===== src/rtl/keypad_pkg.sv =====
// Shared types, constants and helpers for the 4x4 matrix keypad scanner.
package keypad_pkg;

    localparam int NUM_ROWS = 4;
    localparam int NUM_COLS = 4;

    typedef enum logic [1:0] {
        SCAN       = 2'd0,
        PRESS_DB   = 2'd1,
        HELD       = 2'd2,
        RELEASE_DB = 2'd3
    } keypad_state_t;

    // Nibble {row,col} holds the legend printed on that key; r0c0 sits in bits [3:0].
    localparam logic [63:0] KEY_MAP = {
        4'hD, 4'hF, 4'h0, 4'hE,
        4'hC, 4'h9, 4'h8, 4'h7,
        4'hB, 4'h6, 4'h5, 4'h4,
        4'hA, 4'h3, 4'h2, 4'h1
    };

    function automatic logic onehot_valid(input logic [NUM_ROWS-1:0] v);
        logic ok;
        case (v)
            4'b0001, 4'b0010, 4'b0100, 4'b1000: ok = 1'b1;
            default:                            ok = 1'b0;
        endcase
        return ok;
    endfunction

    function automatic logic [1:0] onehot_index(input logic [NUM_ROWS-1:0] v);
        logic [1:0] idx;
        case (v)
            4'b0001: idx = 2'd0;
            4'b0010: idx = 2'd1;
            4'b0100: idx = 2'd2;
            4'b1000: idx = 2'd3;
            default: idx = 2'd0;
        endcase
        return idx;
    endfunction

endpackage


===== src/rtl/keypad_decoder.sv =====
// Combinational lookup from a latched row/column index pair to its hex legend.
module keypad_decoder
    import keypad_pkg::*;
(
    input  logic [1:0] row_idx,
    input  logic [1:0] col_idx,
    output logic [3:0] key
);

    assign key = KEY_MAP[{row_idx, col_idx, 2'b00} +: 4];

endmodule


===== src/rtl/keypad_scan_ctrl.sv =====
// Keypad column scanner with press/release debounce and a two-key history.
// Define KEYPAD_SYNC_EN for the two-flop row synchronizer; otherwise one register.
module keypad_scan_ctrl
    import keypad_pkg::*;
#(
    parameter int SCAN_DIV        = 12000,
    parameter int DEBOUNCE_CYCLES = 240000
) (
    input  logic                clk,
    input  logic                reset,
    input  logic [NUM_ROWS-1:0] rows,
    output logic [NUM_COLS-1:0] cols,
    output logic [3:0]          s1,
    output logic [3:0]          s2,
    output logic                key_valid
);

    localparam int DW_W = $clog2(SCAN_DIV);
    localparam int DB_W = $clog2(DEBOUNCE_CYCLES);
    localparam logic [DW_W-1:0] DW_LAST = DW_W'(SCAN_DIV - 1);
    localparam logic [DW_W-1:0] DW_ONE  = DW_W'(1);
    localparam logic [DW_W-1:0] DW_ZERO = DW_W'(0);
    localparam logic [DB_W-1:0] DB_LAST = DB_W'(DEBOUNCE_CYCLES - 1);
    localparam logic [DB_W-1:0] DB_ONE  = DB_W'(1);
    localparam logic [DB_W-1:0] DB_ZERO = DB_W'(0);

    logic [NUM_ROWS-1:0] rows_sync_s;
    logic [3:0]          key_s;

    keypad_state_t       state_r;
    logic [DW_W-1:0]     dwell_r;
    logic [DB_W-1:0]     db_r;
    logic [1:0]          col_idx_r;
    logic [1:0]          row_idx_r;
    logic [NUM_ROWS-1:0] row_pat_r;
    logic [NUM_COLS-1:0] cols_r;
    logic [3:0]          s1_r;
    logic [3:0]          s2_r;
    logic                key_valid_r;

`ifdef KEYPAD_SYNC_EN
    logic [NUM_ROWS-1:0] sync1_r;
    logic [NUM_ROWS-1:0] sync2_r;

    // Two-flop synchronizer for the asynchronous row inputs
    always_ff @(posedge clk) begin
        if (!reset) begin
            sync1_r <= 4'hF;
            sync2_r <= 4'hF;
        end else begin
            sync1_r <= rows;
            sync2_r <= sync1_r;
        end
    end

    assign rows_sync_s = sync2_r;
`else
    logic [NUM_ROWS-1:0] sync1_r;

    // Single capture register for the row inputs
    always_ff @(posedge clk) begin
        if (!reset) begin
            sync1_r <= 4'hF;
        end else begin
            sync1_r <= rows;
        end
    end

    assign rows_sync_s = sync1_r;
`endif

    keypad_decoder u_decoder (
        .row_idx (row_idx_r),
        .col_idx (col_idx_r),
        .key     (key_s)
    );

    // Scan / debounce sequencer; the column stays frozen from detection until release settles
    always_ff @(posedge clk) begin
        if (!reset) begin
            state_r     <= SCAN;
            dwell_r     <= DW_ZERO;
            db_r        <= DB_ZERO;
            col_idx_r   <= 2'd0;
            row_idx_r   <= 2'd0;
            row_pat_r   <= 4'hF;
            cols_r      <= 4'b1110;
            s1_r        <= 4'h0;
            s2_r        <= 4'h0;
            key_valid_r <= 1'b0;
        end else begin
            key_valid_r <= 1'b0;
            case (state_r)
                SCAN: begin
                    if (dwell_r == DW_LAST) begin
                        dwell_r <= DW_ZERO;
                        if (onehot_valid(~rows_sync_s)) begin
                            row_pat_r <= rows_sync_s;
                            row_idx_r <= onehot_index(~rows_sync_s);
                            db_r      <= DB_ZERO;
                            state_r   <= PRESS_DB;
                        end else begin
                            cols_r    <= {cols_r[2:0], cols_r[3]};
                            col_idx_r <= col_idx_r + 2'd1;
                        end
                    end else begin
                        dwell_r <= dwell_r + DW_ONE;
                    end
                end
                PRESS_DB: begin
                    if (rows_sync_s != row_pat_r) begin
                        db_r    <= DB_ZERO;
                        dwell_r <= DW_ZERO;
                        state_r <= SCAN;
                    end else if (db_r == DB_LAST) begin
                        s2_r        <= s1_r;
                        s1_r        <= key_s;
                        key_valid_r <= 1'b1;
                        db_r        <= DB_ZERO;
                        state_r     <= HELD;
                    end else begin
                        db_r <= db_r + DB_ONE;
                    end
                end
                HELD: begin
                    if (rows_sync_s == 4'hF) begin
                        db_r    <= DB_ZERO;
                        state_r <= RELEASE_DB;
                    end else begin
                        db_r <= DB_ZERO;
                    end
                end
                RELEASE_DB: begin
                    if (rows_sync_s != 4'hF) begin
                        db_r <= DB_ZERO;
                    end else if (db_r == DB_LAST) begin
                        db_r      <= DB_ZERO;
                        dwell_r   <= DW_ZERO;
                        cols_r    <= {cols_r[2:0], cols_r[3]};
                        col_idx_r <= col_idx_r + 2'd1;
                        state_r   <= SCAN;
                    end else begin
                        db_r <= db_r + DB_ONE;
                    end
                end
                default: begin
                    db_r    <= DB_ZERO;
                    dwell_r <= DW_ZERO;
                    state_r <= SCAN;
                end
            endcase
        end
    end

    assign cols      = cols_r;
    assign s1        = s1_r;
    assign s2        = s2_r;
    assign key_valid = key_valid_r;

endmodule


===== config.mk =====
export PLATFORM = sky130hd
export DESIGN_NAME = keypad_scan_ctrl
export DESIGN_NICKNAME = d
export VERILOG_FILES = /design/src/rtl/keypad_pkg.sv /design/src/rtl/keypad_decoder.sv /design/src/rtl/keypad_scan_ctrl.sv
export SDC_FILE = /design/constraint.sdc
export NUM_CORES = 1
export LEC_CHECK = 0
export CAP_MARGIN = 20
export CORE_ASPECT_RATIO = 1.25
export CORE_MARGIN = 2
export CORE_UTILIZATION = 63
export DETAILED_ROUTE_END_ITERATION = 8
export DONT_BUFFER_PORTS = 1
export PLACE_DENSITY = 0.88
export SLEW_MARGIN = 40
export SYNTH_ARGS = -nofsm -noshare
export SYNTH_HDL_FRONTEND = slang
export SYNTH_SLANG_ARGS = --single-unit

===== constraint.sdc =====
create_clock -name clk -period 2.6 [get_ports clk]
set_input_delay 0.78 -clock clk [delete_from_list [all_inputs] [get_ports clk]]
set_output_delay 0.78 -clock clk [all_outputs]
set_load 0.005 [all_outputs]

Word-level counts from Yosys, hierarchy flattened
Cells that the tools add are included.
{"block": "classes", "n_addsub": 3, "n_reduce_logical": 11, "bitwise": 4, "mux": 35, "shift": 1, "n_eq_ne": 20}
{"op": "$mux 18", "count": 5}
{"op": "$pmux 18 s4", "count": 1}
{"op": "$shiftx 64x7->4 const A", "count": 1}
{"op": "$mux 14", "count": 4}
{"op": "$pmux 14 s3", "count": 1}
{"op": "$mux 2", "count": 11}
{"op": "$add 18x1->18 const B", "count": 1}
{"op": "$eq 18x18->1 const B", "count": 1}
{"op": "$mux 4", "count": 4}
{"op": "$add 14x1->14 const B", "count": 1}
{"op": "$eq 14x14->1 const B", "count": 1}
{"op": "$ne 2x2->1 const B", "count": 7}
{"op": "$eq 4x4->1 const B", "count": 2}
{"op": "$pmux 2 s4", "count": 1}
{"op": "$pmux 4 s2", "count": 1}
{"op": "$pmux 2 s3", "count": 1}
{"op": "$reduce_and 3->1", "count": 2}
{"op": "$reduce_and 6->1", "count": 1}
{"op": "$mux 1", "count": 5}
{"op": "$reduce_and 5->1", "count": 1}
{"op": "$eq 2x2->1 const B", "count": 2}
{"op": "$eq 4x1->1 const B", "count": 1}
{"op": "$eq 4x2->1 const B", "count": 1}
{"op": "$eq 4x3->1 const B", "count": 1}
{"op": "15 further kinds", "count": 17}
{"block": "totals", "reg_bits": 59, "in_bits": 6, "elab_cells": 85}

Longest topological paths before layout
Gate-level depths: netlist of run 1.
{"block": "logic_depth", "word_depth": 10, "mapped_depth": 9, "ltp_nobuf": 8}

Modules after synthesis
From an unflattened synthesis of run 1, not the netlist that was laid out.
{"block": "unflattened", "hier_cells": 358, "area_unflattened_um2": 3160.5}
{"module": "keypad_scan_ctrl", "area_each_um2": 2979.1, "cells_per_inst": 338, "seq_area_each_um2": 1181.1, "n_inst": 1}
{"module": "keypad_decoder", "area_each_um2": 181.4, "cells_per_inst": 20, "seq_area_each_um2": 0.0, "n_inst": 1}

Worst setup path before layout of run 1
OpenSTA, ideal clock, no wires.
{"block": "synth_timing", "kind": "register to register", "from": "reg sync1_r[0], in the netlist rows_sync_s[0]", "to": "reg s1_r[1], in the netlist s1[1]", "stages_incl_launch_ff": 8, "setup_slack_ps": 497, "setup_time_ps": 66, "required_ps": 2534, "arrival_time_ps": 2038, "cell_sequence": "dfxtp_1 > buf_2 > a22o_1 > or4_4 > or3_1 > buf_6 > a211o_1 > a21boi_2"}
{"block": "synth_between", "elab_chain_len": 3}
{"item": "start: declaration", "line": "keypad_scan_ctrl.sv:58", "rtl": "logic [NUM_ROWS-1:0] sync1_r;"}
{"item": "start signal: assignment", "line": "keypad_scan_ctrl.sv:65", "rtl": "sync1_r <= rows;"}
{"item": "$ne 4x4->1", "line": "keypad_scan_ctrl.sv:111", "rtl": "if (rows_sync_s != row_pat_r) begin"}
{"item": "$not 1->1 (no source line)"}
{"item": "$reduce_and 3->1 (no source line)"}
{"item": "end signal: assignment", "line": "keypad_scan_ctrl.sv:117", "rtl": "s1_r <= key_s;"}
{"item": "end: declaration", "line": "keypad_scan_ctrl.sv:37", "rtl": "logic [3:0] s1_r;"}
Every way passes these cells.
A chain may end at the register's enable or synchronous reset.

==> results.toml, run 1 <==
[status]
run_status = "complete, no violations"

[global_route]
grt_overflow_total = 0
grt_pass1_vias = 2557
track_usage_pct = 25.0
grt_max_degree = 51
grt_pass1_wl_um = 10900
grt_antenna_before_repair = 0

[sta]
worstMarginPinSlew_ns = 0.726
clock_skew_ns = 0.0108
setup_viol = 0
relSlewSlack_pct = 51.6
slew_violations = 0
fmax_mhz = 431
final-hold-violation-count = 0
fin_tns_setup_ns = 0
period_share_pct = 89.3
rsz0062_at_grt = "no"
finalCriticalPeriod_ns = 2.32

[critical_path]
worstPathCellList = "inv_1, ha_1, nand3_1, or4_4, or3_1, or2_1, a21boi_2"
r2r_cells = 7
critPathMaxFanout = 10
rrSetupSlack_ns = 0.28
crit_arrival_ns = 2.61
rr_endpoint = "s1[2]$_SDFFE_PN0P_"
cpPeakStageDelay_ns = 0.54
cp-start-kind = "flip-flop"
crit_buf_inv = 1
cp_top_family = "simple AND/OR/NAND/NOR gates"
cpMaxStageDelayCell = "or3_1"
endpoint_kind = "flip-flop"
crit_type = "flip-flop to flip-flop"
required_ns = 2.88

[floorplan]
dieWidth_um = 67.2
core_um2 = 4760
fp-row-count = 28
start_util_pct = 66.1
die_h_um = 83.0
io_pins = 19
die_area_um2 = 5580

[logic_synthesis]
synthTopCellsByArea = "dfxtp_1 38%, nand2_1 5.0%, xnor2_1 5.0%, ha_1 4.8%, nor2_1 4.2%"
yosysTopAreaCell = "dfxtp_1"
async_reset_ff_share_pct = 0
ys_seq_area_share_pct = 37.5
ys.flop_type = "dfxtp_1"
synth_edf_count = 0
synthCells = 368
synth_seq_cells = 59
synth.avg_cell_area_um2 = 8.55
yosysWarnings = 0
synth.distinct_cells = 63
syn_area_um2 = 3150
syn_nets = 386
synth_top_area_share_pct = 37.5

[route]
wl_um = 6410
drtPass1Iterations = 5
vias_per_cell = 6.15
antenna_left = 0
vias = 2675
drtIter0Drc = 208
drcViolationCount = 0
wl_per_cell_um = 14.7

[worst_hold_path]
hold_path_class = "flip-flop to flip-flop"
min_to = "row_pat_r[0]$_SDFFE_PN1P_"
hold_depth = 2
hold_start = "row_pat_r[0]$_SDFFE_PN1P_"

[power_and_ir_drop]
netSwitchingPower_mw = 0.374
p_clk_share_pct = 45.1
sw_frac_of_total_pct = 21.3
intPower_mw = 1.38
ir_drop_v = 0.000608
combPwrFrac_pct = 2.3
p_leak_nw = 1.16
sequentialPowerShare_pct = 52.6
power.density_nw_per_um2 = 518

[clock_tree]
hold_buffers = 0
htree_levels = 3
root_buffer = "clkbuf_8"
cts_inserted_buffers = 9
clkTransAtPathRegs_ns = 0.07
cts.sinks = 59
max-clock-path-buffers = 2
cts_tree = "built"
cts_setup_buffers = 0
cts_resized = 0
clk_latency_ns = 0.34

[cells_and_area]
final_area_um2 = 3390
drive_gt1_share_pct = 9.60
area_growth_pct = 7.63
diodes = 0
nets = 388

[placement]
portBuffers = 0
dp_hpwl_um = 4380
dpl_cell_area_um2 = 3200
place_congestion = 0.837

[flow_run]
drv_cap = 0
[stage by stage]
stage          util (%)  hold WS (ns)  setup WS (ns)  power, mW  instances
4_1_cts            71.1         0.480          0.270       1.77        435
6_report           71.1         0.475          0.277       1.75        435
3_3_place_gp       67.1         0.457          0.383      0.980        419
3_5_place_dp       67.1         0.463          0.280      0.982        419
2_1_floorplan         -         0.445          0.497      0.983        368
5_1_grt            71.1         0.491          0.152       1.81        435
[routing by layer]
layer	share of wire, %	vias to the layer above	track usage (%)	wire length [um]
met1	42	1252	28.2	2680
met2	51	77	42.8	3250
met5	0	-	0	0
li1	-	1328	-	-
met3	4.6	18	6.64	293
met4	3.0	0	11.1	192
[power by group through the flow]
| stage | clock [mW] | sequential, mW | combinational (mW) |
|---|---|---|---|
| 4_1_cts | 0.809 | 0.923 | 0.0402 |
| 6_report | 0.791 | 0.923 | 0.0401 |
| 3_5_place_dp | 0 | 0.942 | 0.0399 |
| 2_1_floorplan | 0 | 0.935 | 0.0482 |
| 3_3_place_gp | 0 | 0.942 | 0.0384 |
| 5_1_grt | 0.846 | 0.924 | 0.0450 |
[state kept, by name, indices dropped and copies added (netlist names), named ones only]
signal	flops
col_idx_r	2
cols	4
db_r	18
dwell_r	14
key_valid	1
row_idx_r	2
row_pat_r	4
rows_sync_s	4
s1	4
s2	4
state_r	1
[worst min-delay path: cells and delay by family, from the launching register on]
| family | cells | cell delay [ns] |
|---|---|---|
| flops | 1 | 0.33 |
| mux | 1 | 0.07 |
| simple gates | 1 | 0.06 |
[layout make-up]
type | instances | area, um^2
Clock buffer | 15 | 186
Clock inverter | 1 | 5.00
Fill cell | 369 | 1380
Inverter | 11 | 43.8
Multi-Input combinational cell | 281 | 1840
Sequential cell | 59 | 1180
Tap cell | 60 | 75.1
Timing Repair Buffer | 8 | 60.1
[cells in the final DEF (no fill, tap or decap), drive strengths merged, types with 10 or more instances in the layout]
cell    instances
nand3          19
inv            11
nor2           35
nand4          11
mux2i          10
dfxtp          59
clkbuf         15
o21ai          16
nand2          42
nor4           11
a21oi          10
ha             12
a21boi         16
xnor2          18
[worst max path at each step]
stage / endpoint / slack, ns / cells after the start / start
after floorplan: s1[1]$_SDFFE_PN0P_ / 0.50 / 7 / rows_sync_s[0]$_SDFF_PN1_
after global placement: s1[2]$_SDFFE_PN0P_ / 0.38 / 7 / flip-flop
after detailed placement: s1[2]$_SDFFE_PN0P_ / 0.28 / 7 / flip-flop
after CTS: s1[2]$_SDFFE_PN0P_ / 0.27 / 7 / flip-flop
after global routing: s1[2]$_SDFFE_PN0P_ / 0.15 / 7 / flip-flop
final: s1[2]$_SDFFE_PN0P_ / 0.28 / 7 / flip-flop
[kinds of logic (layout without fill, tap and decap cells)]
group,after synthesis,in the layout,share of synthesized area (%)
AO/OA/AOI/OAI,68,68,15.5
XOR/XNOR,21,21,5.84
adder cells (fa/ha/maj),12,12,4.77
buffers and inverters,28,35,4.13
flip-flops,59,59,37.5
multiplexers,11,11,3.54
AND/OR/NAND/NOR,169,169,28.7
[synth_stat cells (all sizes together), types with 3 or more instances]
cell type,instances
a21boi,16
a21oi,10
a31oi,4
and2,4
and3,4
buf,9
clkbuf,8
dfxtp,59
ha,12
inv,11
mux2i,10
nand2,42
nand2b,6
nand3,19
nand4,11
nand4b,3
nor2,35
nor2b,3
nor3,9
nor4,11
nor4b,3
o211ai,5
o21ai,16
or2,3
or3,3
xnor2,18
xor2,3
(Power assumes the default switching activity.)
==> run 2: changes to the inputs <==
==> constraint.sdc (replaced) <==
create_clock -name clk -period 2.6 [get_ports clk]
set_input_delay 0.78 -clock clk [delete_from_list [all_inputs] [get_ports clk]]
set_output_delay 0.78 -clock clk [all_outputs]
set_load 0.1 [all_outputs]
==> results.toml, run 2 (synthesis results as in run 1) <==
[global_route]
grt_max_degree = 51
grt_overflow_total = 0
track_usage_pct = 26.0
grt_antenna_before_repair = 0
grt_pass1_vias = 2607
grt_pass1_wl_um = 11500

[floorplan]
core_um2 = 4760
start_util_pct = 66.1
fp-row-count = 28
die_h_um = 83.0
die_area_um2 = 5580
io_pins = 19
dieWidth_um = 67.2

[placement]
dp_hpwl_um = 4500
dpl_cell_area_um2 = 3290
portBuffers = 0
place_congestion = 0.838
dp.cells = 432
dp_worst_setup_slack_ns = 0.249

[route]
met3_length_um = 272
vias_per_cell = 6.07
wl_per_cell_um = 14.7
drtIter0Drc = 243
drcViolationCount = 0
vias = 2714
wl_met1_um = 2840
antenna_left = 0
wl_um = 6590
wl_met2_um = 3310
drtPass1Iterations = 4
top_layer = "met4"

[sta]
fmax_mhz = 420
relSlewSlack_pct = 52.1
finalCriticalPeriod_ns = 2.38
rsz0062_at_grt = "no"
fin_tns_setup_ns = 0
setup_ws_ns = 0.220
clock_skew_ns = 0.00460
worstMarginPinSlew_ns = 0.719
period_share_pct = 91.5
slew_violations = 0
final-hold-violation-count = 0
fin_hold_ws_ns = 0.464
setup_viol = 0

[cells_and_area]
top_regs = "db_r (18), dwell_r (14)"
final_util_pct = 72.5
mostFrequentLayoutCells = "59 x dfxtp_1, 42 x nand2_1, 35 x nor2_1"
fill_cells = 350
drive_gt1_share_pct = 12.4
area_growth_pct = 9.74
largest-register = "db_r"
final_area_um2 = 3450
diodes = 0
seqCellArea_um2 = 1180
stdcell_count = 447
largest_reg_flops = 18
layout.cells.most_common = "dfxtp_1"
nets = 401
multiInputGateArea_um2 = 1840

[clock_tree]
cts_setup_buffers = 0
max-clock-path-buffers = 2
clk_latency_ns = 0.34
clkTransAtPathRegs_ns = 0.06
htree_levels = 3
cts_tree = "built"
cts.sinks = 59
hold_buffers = 0
root_buffer = "clkbuf_8"
cts_resized = 0
cts_inserted_buffers = 9

[critical_path]
cp-start-kind = "flip-flop"
worstPathCellList = "inv_1, ha_1, nand3_1, or4_4, or3_1, or2_1, a21boi_2"
crit_buf_inv = 1
required_ns = 2.88
endpoint_kind = "flip-flop"
crit_arrival_ns = 2.66
cpPeakStageDelay_ns = 0.55
crit_type = "flip-flop to flip-flop"
cp_top_family = "simple AND/OR/NAND/NOR gates"
critPathMaxFanout = 10
cpMaxStageDelayCell = "or3_1"

[worst_hold_path]
hold_path_class = "flip-flop to flip-flop"

[power_and_ir_drop]
ir_drop_v = 0.000416
p_leak_nw = 1.22
power.density_nw_per_um2 = 483
power.total_mw = 1.67

[status]
run_status = "complete, no violations"

[flow_run]
drv_cap = 0
==> run 2: cell count changes in the layout (fill, tap and decap cells not counted) <==
| cell | change |
|---|---|
| clkbuf_8 | -3 |
| clkinv_2 | +2 |
| buf_4 | +13 |
==> run 2: layer usage <==
metal,GRT usage (%),vias to the layer above
met2,44.7,74
met1,30.1,1269
met4,11.1,0
met5,0,-
met3,5.42,19
li1,-,1352
==> run 2: worst paths after layout <==
check | to | startpoint | depth (start not counted) | slack (ns)
setup / recovery | s1[2]$_SDFFE_PN0P_ | flip-flop | 7 | 0.22
hold / removal | s2[0]$_SDFFE_PN0P_ | s2[0]$_SDFFE_PN0P_ | 2 | 0.46
setup reg to reg | s1[2]$_SDFFE_PN0P_ | flip-flop | 7 | 0.22
hold reg to reg | s2[0]$_SDFFE_PN0P_ | s2[0]$_SDFFE_PN0P_ | 2 | 0.46
==> run 2: final cells by class <==
type	instances	area share [%]
clock buffer	12	4.20
tap	60	2.17
clock inverter	3	0.435
sequential	59	34.2
multi-input combinational	281	53.2
inverter	11	1.27
timing repair buffer	21	4.56
==> run 2: power breakdown <==
| part | total (mW) | switching (mW) | internal (mW) |
|---|---|---|---|
| logic | 0.0407 | 0.0206 | 0.0201 |
| clock network | 0.707 | 0.345 | 0.362 |
| registers | 0.923 | 0.0115 | 0.911 |
| total | 1.67 | 0.377 | 1.29 |
==> run 2: tightest hold or removal path, cell delays in order (launching register included) <==
cell and delay (ns):
dfxtp_1 0.31, nand2_1 0.05, a21boi_0 0.06
